## config.mk

```make
export PLATFORM = sky130hd
export DESIGN_NAME = weight_pingpong_buffer
export DESIGN_NICKNAME = d
export VERILOG_FILES = /design/src/rtl/wpb_pkg.sv /design/src/rtl/wpb_bank.sv /design/src/rtl/weight_pingpong_buffer.sv
export SDC_FILE = /design/constraint.sdc
export NUM_CORES = 2
export LEC_CHECK = 0
export BUFFER_PORTS_ARGS = -buffer_cell sky130_fd_sc_hd__buf_2
export CAP_MARGIN = 0
export CELL_PAD_IN_SITES_DETAIL_PLACEMENT = 1
export CELL_PAD_IN_SITES_GLOBAL_PLACEMENT = 2
export CORE_MARGIN = 2
export CORE_UTILIZATION = 39
export CTS_CLUSTER_DIAMETER = 80
export DETAILED_ROUTE_END_ITERATION = 8
export PLACE_DENSITY = 0.78
export SLEW_MARGIN = 15
export SYNTH_ARGS = -nofsm -noshare
export SYNTH_HDL_FRONTEND = slang
export SYNTH_SLANG_ARGS = --single-unit
```

## constraint.sdc

```tcl
create_clock -name clk -period 3.1 [get_ports clk]
set_clock_uncertainty 0.1 [all_clocks]
set_input_delay 0.155 -clock clk [delete_from_list [all_inputs] [get_ports clk]]
set_output_delay 0.155 -clock clk [all_outputs]
set_load 0.02 [all_outputs]
```

## src/rtl/wpb_pkg.sv

```systemverilog
`default_nettype none
// ==========================================================================
// wpb_pkg: shared types, constants and helpers for weight_pingpong_buffer
// Rev 1.0
// ==========================================================================
package wpb_pkg;

    typedef enum logic [1:0] {
        IDLE   = 2'd0,
        AR     = 2'd1,
        R_DATA = 2'd2
    } fill_state_e;

    localparam logic [3:0] AXI_BURST_INCR = 4'b0001;

    function automatic int unsigned beats(input int unsigned remaining, input int unsigned burst);
        return (remaining < burst) ? remaining : burst;
    endfunction

endpackage
`default_nettype wire

```

## src/rtl/wpb_bank.sv

```systemverilog
`default_nettype none
// ==========================================================================
// wpb_bank: TAPS x NCH x DW weight register bank, one write port, one tap read
// Rev 1.0
// ==========================================================================
module wpb_bank #(
    parameter int DW     = 32,
    parameter int TAPS   = 9,
    parameter int NCH    = 4,
    parameter int TAP_W  = 4,
    parameter int LANE_W = 2
) (
    input  logic                clk,
    input  logic                we,
    input  logic [TAP_W-1:0]    wr_tap,
    input  logic [LANE_W-1:0]   wr_lane,
    input  logic [DW-1:0]       wr_data,
    input  logic [TAP_W-1:0]    rd_tap,
    output logic [NCH*DW-1:0]   rd_data
);

    logic [DW-1:0] r_mem [TAPS][NCH];

    always_ff @(posedge clk) begin
        if (we) begin
            r_mem[wr_tap][wr_lane] <= wr_data;
        end
    end

    for (genvar c = 0; c < NCH; c++) begin : g_lane
        assign rd_data[c*DW +: DW] = r_mem[rd_tap][c];
    end

endmodule
`default_nettype wire

```

## src/rtl/weight_pingpong_buffer.sv

```systemverilog
`default_nettype none
// ==========================================================================
// weight_pingpong_buffer: ping-pong depthwise weight buffer filled by AXI INCR bursts
// Rev 1.0
// ==========================================================================
module weight_pingpong_buffer
    import wpb_pkg::*;
#(
    parameter int DW    = 32,
    parameter int AW    = 32,
    parameter int KSIZE = 3,
    parameter int NCH   = 4,
    parameter int BURST = 32
) (
    input  logic                clk,
    input  logic                rst_n,
    input  logic                weight_load,
    input  logic                init_addr_en,
    input  logic [AW-1:0]       init_addr,
    output logic                load_busy,
    output logic [AW-1:0]       araddr,
    output logic [7:0]          arlen,
    output logic [3:0]          arburst,
    output logic                arvalid,
    input  logic                arready,
    input  logic [DW-1:0]       rdata,
    input  logic                rvalid,
    output logic                rready,
    input  logic                rlast,
    input  logic                dw_ready,
    output logic                dw_valid,
    output logic [NCH*DW-1:0]   dw_out,
    output logic                dw_last,
    input  logic                dw_comp,
    output logic                err
);

    localparam int TAPS   = KSIZE * KSIZE;
    localparam int WORDS  = TAPS * NCH;
    localparam int TAP_W  = (TAPS > 1) ? $clog2(TAPS) : 1;
    localparam int LANE_W = (NCH > 1) ? $clog2(NCH) : 1;
    localparam int CNT_W  = $clog2(WORDS + 1);
    localparam logic [AW-1:0] STRIDE = AW'(DW / 8);

    fill_state_e        r_state;
    fill_state_e        w_state_nxt;
    logic [AW-1:0]      r_ptr;
    logic [CNT_W-1:0]   r_remaining;
    logic [8:0]         r_burst_len;
    logic [8:0]         r_beat_cnt;
    logic [TAP_W-1:0]   r_wr_tap;
    logic [LANE_W-1:0]  r_wr_lane;
    logic [TAP_W-1:0]   r_rd_tap;
    logic               r_front_sel;
    logic               r_front_valid;
    logic               r_back_valid;
    logic               r_err;

    logic [8:0]         w_beats;
    logic               w_beat;
    logic               w_counted_last;
    logic               w_fill_done;
    logic               w_release;
    logic               w_front_nxt;
    logic               w_back_nxt;
    logic               w_swap;
    logic               w_start;
    logic [NCH*DW-1:0]  w_bank_rd [2];

    assign w_beats        = 9'(beats(32'(r_remaining), 32'(BURST)));
    assign w_beat         = (r_state == R_DATA) && rvalid;
    assign w_counted_last = (r_beat_cnt == r_burst_len - 9'd1);
    assign w_fill_done    = w_beat && (r_wr_tap == TAP_W'(TAPS - 1)) && (r_wr_lane == LANE_W'(NCH - 1));
    assign w_release      = dw_comp && r_front_valid;

    // A bank that just completed (or was already waiting) moves to the front whenever the front is empty
    assign w_front_nxt    = r_front_valid && !w_release;
    assign w_back_nxt     = r_back_valid || w_fill_done;
    assign w_swap         = !w_front_nxt && w_back_nxt;

    assign load_busy      = (r_state != IDLE) || (r_front_valid && r_back_valid);
    assign w_start        = weight_load && !load_busy;

    always_ff @(posedge clk or negedge rst_n) begin
        if (!rst_n) begin
            r_state <= IDLE;
        end else begin
            r_state <= w_state_nxt;
        end
    end

    always_comb begin
        w_state_nxt = r_state;
        arvalid     = 1'b0;
        araddr      = '0;
        arlen       = 8'd0;
        rready      = 1'b0;
        case (r_state)
            IDLE: begin
                if (w_start) begin
                    w_state_nxt = AR;
                end
            end
            AR: begin
                arvalid = 1'b1;
                araddr  = r_ptr;
                arlen   = 8'(w_beats - 9'd1);
                if (arready) begin
                    w_state_nxt = R_DATA;
                end
            end
            R_DATA: begin
                rready = 1'b1;
                if (w_beat && w_counted_last) begin
                    w_state_nxt = (r_remaining != '0) ? AR : IDLE;
                end
            end
            default: w_state_nxt = IDLE;
        endcase
    end

    always_ff @(posedge clk or negedge rst_n) begin
        if (!rst_n) begin
            r_ptr       <= '0;
            r_remaining <= '0;
            r_burst_len <= '0;
            r_beat_cnt  <= '0;
            r_wr_tap    <= '0;
            r_wr_lane   <= '0;
            r_err       <= 1'b0;
        end else begin
            if (r_state == IDLE && w_start) begin
                if (init_addr_en) begin
                    r_ptr <= init_addr;
                end
                r_remaining <= CNT_W'(WORDS);
                r_wr_tap    <= '0;
                r_wr_lane   <= '0;
            end
            if (r_state == AR && arready) begin
                r_remaining <= r_remaining - CNT_W'(w_beats);
                r_burst_len <= w_beats;
                r_beat_cnt  <= '0;
            end
            if (w_beat) begin
                r_ptr      <= r_ptr + STRIDE;
                r_beat_cnt <= r_beat_cnt + 9'd1;
                if (r_wr_lane == LANE_W'(NCH - 1)) begin
                    r_wr_lane <= '0;
                    r_wr_tap  <= r_wr_tap + TAP_W'(1);
                end else begin
                    r_wr_lane <= r_wr_lane + LANE_W'(1);
                end
                // The beat count, not rlast, decides where the burst ends
                if (rlast != w_counted_last) begin
                    r_err <= 1'b1;
                end
            end
        end
    end

    always_ff @(posedge clk or negedge rst_n) begin
        if (!rst_n) begin
            r_front_sel   <= 1'b0;
            r_front_valid <= 1'b0;
            r_back_valid  <= 1'b0;
            r_rd_tap      <= '0;
        end else begin
            if (w_swap) begin
                r_front_sel   <= !r_front_sel;
                r_front_valid <= 1'b1;
                r_back_valid  <= 1'b0;
            end else begin
                r_front_valid <= w_front_nxt;
                r_back_valid  <= w_back_nxt;
            end
            if (w_release) begin
                r_rd_tap <= '0;
            end else if (r_front_valid && dw_ready) begin
                r_rd_tap <= (r_rd_tap == TAP_W'(TAPS - 1)) ? '0 : r_rd_tap + TAP_W'(1);
            end
        end
    end

    for (genvar i = 0; i < 2; i++) begin : g_bank
        wpb_bank #(
            .DW     (DW),
            .TAPS   (TAPS),
            .NCH    (NCH),
            .TAP_W  (TAP_W),
            .LANE_W (LANE_W)
        ) u_bank (
            .clk     (clk),
            .we      (w_beat && (r_front_sel != 1'(i))),
            .wr_tap  (r_wr_tap),
            .wr_lane (r_wr_lane),
            .wr_data (rdata),
            .rd_tap  (r_rd_tap),
            .rd_data (w_bank_rd[i])
        );
    end

    assign arburst  = AXI_BURST_INCR;
    assign dw_valid = r_front_valid;
    assign dw_out   = r_front_valid ? w_bank_rd[r_front_sel] : '0;
    assign dw_last  = r_front_valid && (r_rd_tap == TAP_W'(TAPS - 1));
    assign err      = r_err;

endmodule
`default_nettype wire

```

==> results.json <==
{
  "min_path_cells": 4,
  "design.core.area_um2": 234700,
  "outcome": "finished, violations left",
  "fmax_ghz": 0.2777,
  "io_pins": 251,
  "arrival_ns": 3.35,
  "portBuffers": 246,
  "reg2reg_to": "r_ptr[8]",
  "yosysWarnings": 0,
  "cts_buffers": 233,
  "synthArstFlopShare_pct": 2.908,
  "final_nets": 5501,
  "nFillCells": 21600,
  "dp_slack_ns": 0.2358,
  "dr.pass1.iters": 5,
  "synth-edff-count": 2304,
  "synth_xor_area_share_pct": 0.1049,
  "slew_viol_final": 0,
  "final-setup-viol-count": 141,
  "multiInputGateArea_um2": 21470,
  "antenna_found_initial": 14,
  "synth-simple-area-share_pct": 3.451,
  "drv_cap": 0,
  "worst_pin_slew_ns": 1.193,
  "finalCriticalPeriod_ns": 3.601,
  "seqCellArea_um2": 70930,
  "grt_pass1_wl_um": 389400,
  "syn_avg_cell_area_um2": 19.76,
  "placed_cells": 8087,
  "floorplan.initialDensity_pct": 39.12,
  "postRouteWirelength_um": 274200,
  "synth_cell_type_count": 60,
  "die_x_um": 489.2,
  "p_leak_nw": 35.84,
  "layout_setup_ws_ns": -0.5007,
  "slew_headroom_pct": 20.47,
  "ff2ff_path_depth": 7,
  "rrSetupSlack_ns": -0.08,
  "die_area_um2": 239400,
  "holdCritPathClass": "input pin to flop",
  "worst_hold_slack_ns": 0.1020,
  "drt_iter0_markers": 5655,
  "vias": 50430,
  "fin_cells": 8768,
  "rows": 178,
  "whs_endpoint": "r_ptr[31]",
  "root_buffer": "clkbuf_16",
  "dp_hpwl_um": 147400,
  "violations": "negative setup slack",
  "synth_top_family_by_area": "multiplexers",
  "clk_pin_slew_worst_paths_ns": 0.06,
  "grt_usage_pct": 22.69,
  "ys_seq_elements": 2373,
  "cts.sinks": 2373,
  "final_area_um2": 112900,
  "grt_max_degree": 106,
  "die_h_um": 489.2,
  "yosysTopAreaCellShare_pct": 75.34,
  "period_share_pct": 116.2,
  "yosys.area.top_type": "edfxtp_1",
  "synth.mux.area_fraction_pct": 13.84,
  "drc": 0,
  "layout-drive-gt1-share_pct": 34.24,
  "synthAdderAreaFrac_pct": 0.2044,
  "grt_pass1_vias": 53750,
  "end_kind": "primary output",
  "syn2layout_area_growth_pct": 22.97,
  "min_from": "init_addr[31]",
  "viasPerCell": 5.752,
  "gp_congestion": 0.7738,
  "vdd_ir_drop_max_v": 0.0006512,
  "fin_util_pct": 48.11,
  "cp-start-kind": "flop",
  "cp.required_ns": 2.84,
  "reg2reg_from": "dw_valid",
  "cts_tree": "done",
  "synth_compound_area_share_pct": 3.752,
  "cts_max_level": 4,
  "yosys_most_used_dff": "edfxtp_1",
  "ctsLongestPathBuffers": 3,
  "path_class": "flop to primary output",
  "final-hold-violation-count": 0,
  "clkLatencyLatePin_ns": 0.87,
  "rsz0062_at_grt": "yes",
  "ant_nets": 0,
  "synth_cells": 4647,
  "ys_seq_area_share_pct": 77.22,
  "syn_area_um2": 91830,
  "ys_top_cells_by_area": "edfxtp_1, mux4_2, a21oi_1, nand2_1, dfrtp_1",
  "wl_per_cell_um": 31.27,
  "grt_overflow": 0,
  "power-per-cell-area_nw_per_um2": 606.7,
  "cp_max_fo": 6,
  "place_area_um2": 100300
}
[metal layers]
layer	wire length, um	part of all wire, %	track usage [%]	vias up
met1	106700	39	29.90	27200
met2	139300	51	39.01	2291
li1	-	-	-	20540
met4	7153	2.6	6.271	0
met3	20980	7.7	3.646	413
met5	0	0	0	-
[cell families (layout without fill, tap and decap cells)]
kind of cell / Yosys count / after routing
flops: 2373 / 2373
buf+inv: 286 / 1249
simple gates: 753 / 753
mux: 601 / 601
fa+ha+maj: 15 / 15
compound gates: 606 / 606
other cells: 2 / 10
xor+xnor: 11 / 11
[synthesized netlist by cell type, types with 3 or more instances]
master / count
edfxtp_1: 2304
mux4_2: 535
nand2_1: 474
a21oi_1: 385
clkbuf_1: 138
nor2_1: 130
o22ai_1: 97
dfrtp_1: 69
mux2i_1: 63
buf_2: 45
buf_1: 44
buf_4: 42
nand3_1: 40
and2_1: 33
a211oi_1: 29
o21ai_0: 29
ha_1: 15
inv_1: 15
nor3_1: 15
o211ai_1: 14
a221oi_1: 12
nand4_1: 12
and3_1: 11
nand2b_1: 11
and4_1: 9
xor2_1: 7
a31oi_1: 5
nor2b_1: 5
nor4_1: 5
o311ai_0: 5
o31ai_1: 4
xnor2_1: 4
a21o_1: 3
mux2_2: 3
o221a_2: 3
[timing repair]
| item | 4_1_cts | 5_1_grt |
|---|---|---|
| endpoints found under the hold margin | 1395 | 0 |
| pin swaps | 71 | 60 |
| hold buffers | 128 | 0 |
| gates cloned | 25 | 11 |
| setup endpoints to repair | 129 | 147 |
| buffers inserted | 58 | 30 |
| resized for setup | 349 | 251 |
[critical path: stages, from the launching register on]
cell      delay, ns
dfrtp_4        0.53
buf_4          0.16
buf_6          0.12
buf_12         0.14
mux4_2         0.43
mux4_2         0.53
nor2_2         0.15
a211oi_1       0.07
buf_4          0.21
buf_6          0.14
[per-stage QoR]
step / TNS, ns / power, mW
floorplan: -781.24 / 38.87
CTS: -49.22 / 68.67
finish: -40.57 / 68.51
detailed placement: 0 / 40.72
global placement: 0 / 40.57
global route: -53.29 / 70.39
[cell type report]
type                    count  area share [%]
flip-flops and latches   2373           62.81
multi-input cells        1991           19.02
repair buffers            798           8.057
clock buffers             282           5.383
well taps                3150           3.490
clock inverters           153           1.168
inverters                  16         0.05983
diodes                      5         0.01108
[placed cells by master, fill, tap and decap left out, types with 37 or more instances in the layout]
master | netlist | final
a21oi_1 | 385 | 244
a21oi_2 | 0 | 140
buf_12 | 0 | 144
buf_16 | 0 | 42
buf_2 | 45 | 156
buf_4 | 42 | 238
buf_6 | 1 | 70
clkbuf_1 | 138 | 46
clkbuf_16 | 0 | 246
clkinv_1 | 1 | 62
clkinv_2 | 0 | 40
dfrtp_1 | 69 | 64
dlygate4sd3_1 | 0 | 127
edfxtp_1 | 2304 | 2304
mux2i_1 | 63 | 53
mux4_2 | 535 | 535
nand2_1 | 474 | 400
nand2_2 | 0 | 73
nand3_1 | 40 | 40
nor2_1 | 130 | 37
nor2_4 | 0 | 75
o22ai_1 | 97 | 54
[registers in the layout, summed over array words and instances, names as in the netlist]
name / cells
r_remaining: 6
r_burst_len: 6
r_back_valid: 1
r_ptr: 32
r_wr_lane: 2
r_front_sel: 1
dw_valid: 1
r_wr_tap: 4
r_rd_tap: 4
g_bank.u_bank.r_mem: 2304
r_beat_cnt: 9
r_state: 2
err: 1
[power breakdown]
| part | switching (mW) | leakage (nW) | internal (mW) |
|---|---|---|---|
| combinational | 2.76 | 10.7 | 1.92 |
| sequential | 0.514 | 21.6 | 35.6 |
| clock | 12.3 | 3.61 | 15.4 |
| total | 15.6 | 35.8 | 52.9 |
[worst max-delay path by stage]
stage / startpoint / to / slack (ns) / depth (start not counted)
after global routing: r_rd_tap[0] / dw_out[93] / -0.55 / 12
after floorplan: r_state[0] / g_bank[1].u_bank.r_mem[8][0] / -0.37 / 6
after CTS: r_rd_tap[0] / dw_out[108] / -0.56 / 9
after global placement: r_rd_tap[0] / dw_out[88] / 0.32 / 9
after detailed placement: r_rd_tap[0] / dw_out[43] / 0.24 / 8
final: r_rd_tap[0] / dw_out[96] / -0.50 / 9
Power figures use the tool's default switching activity.
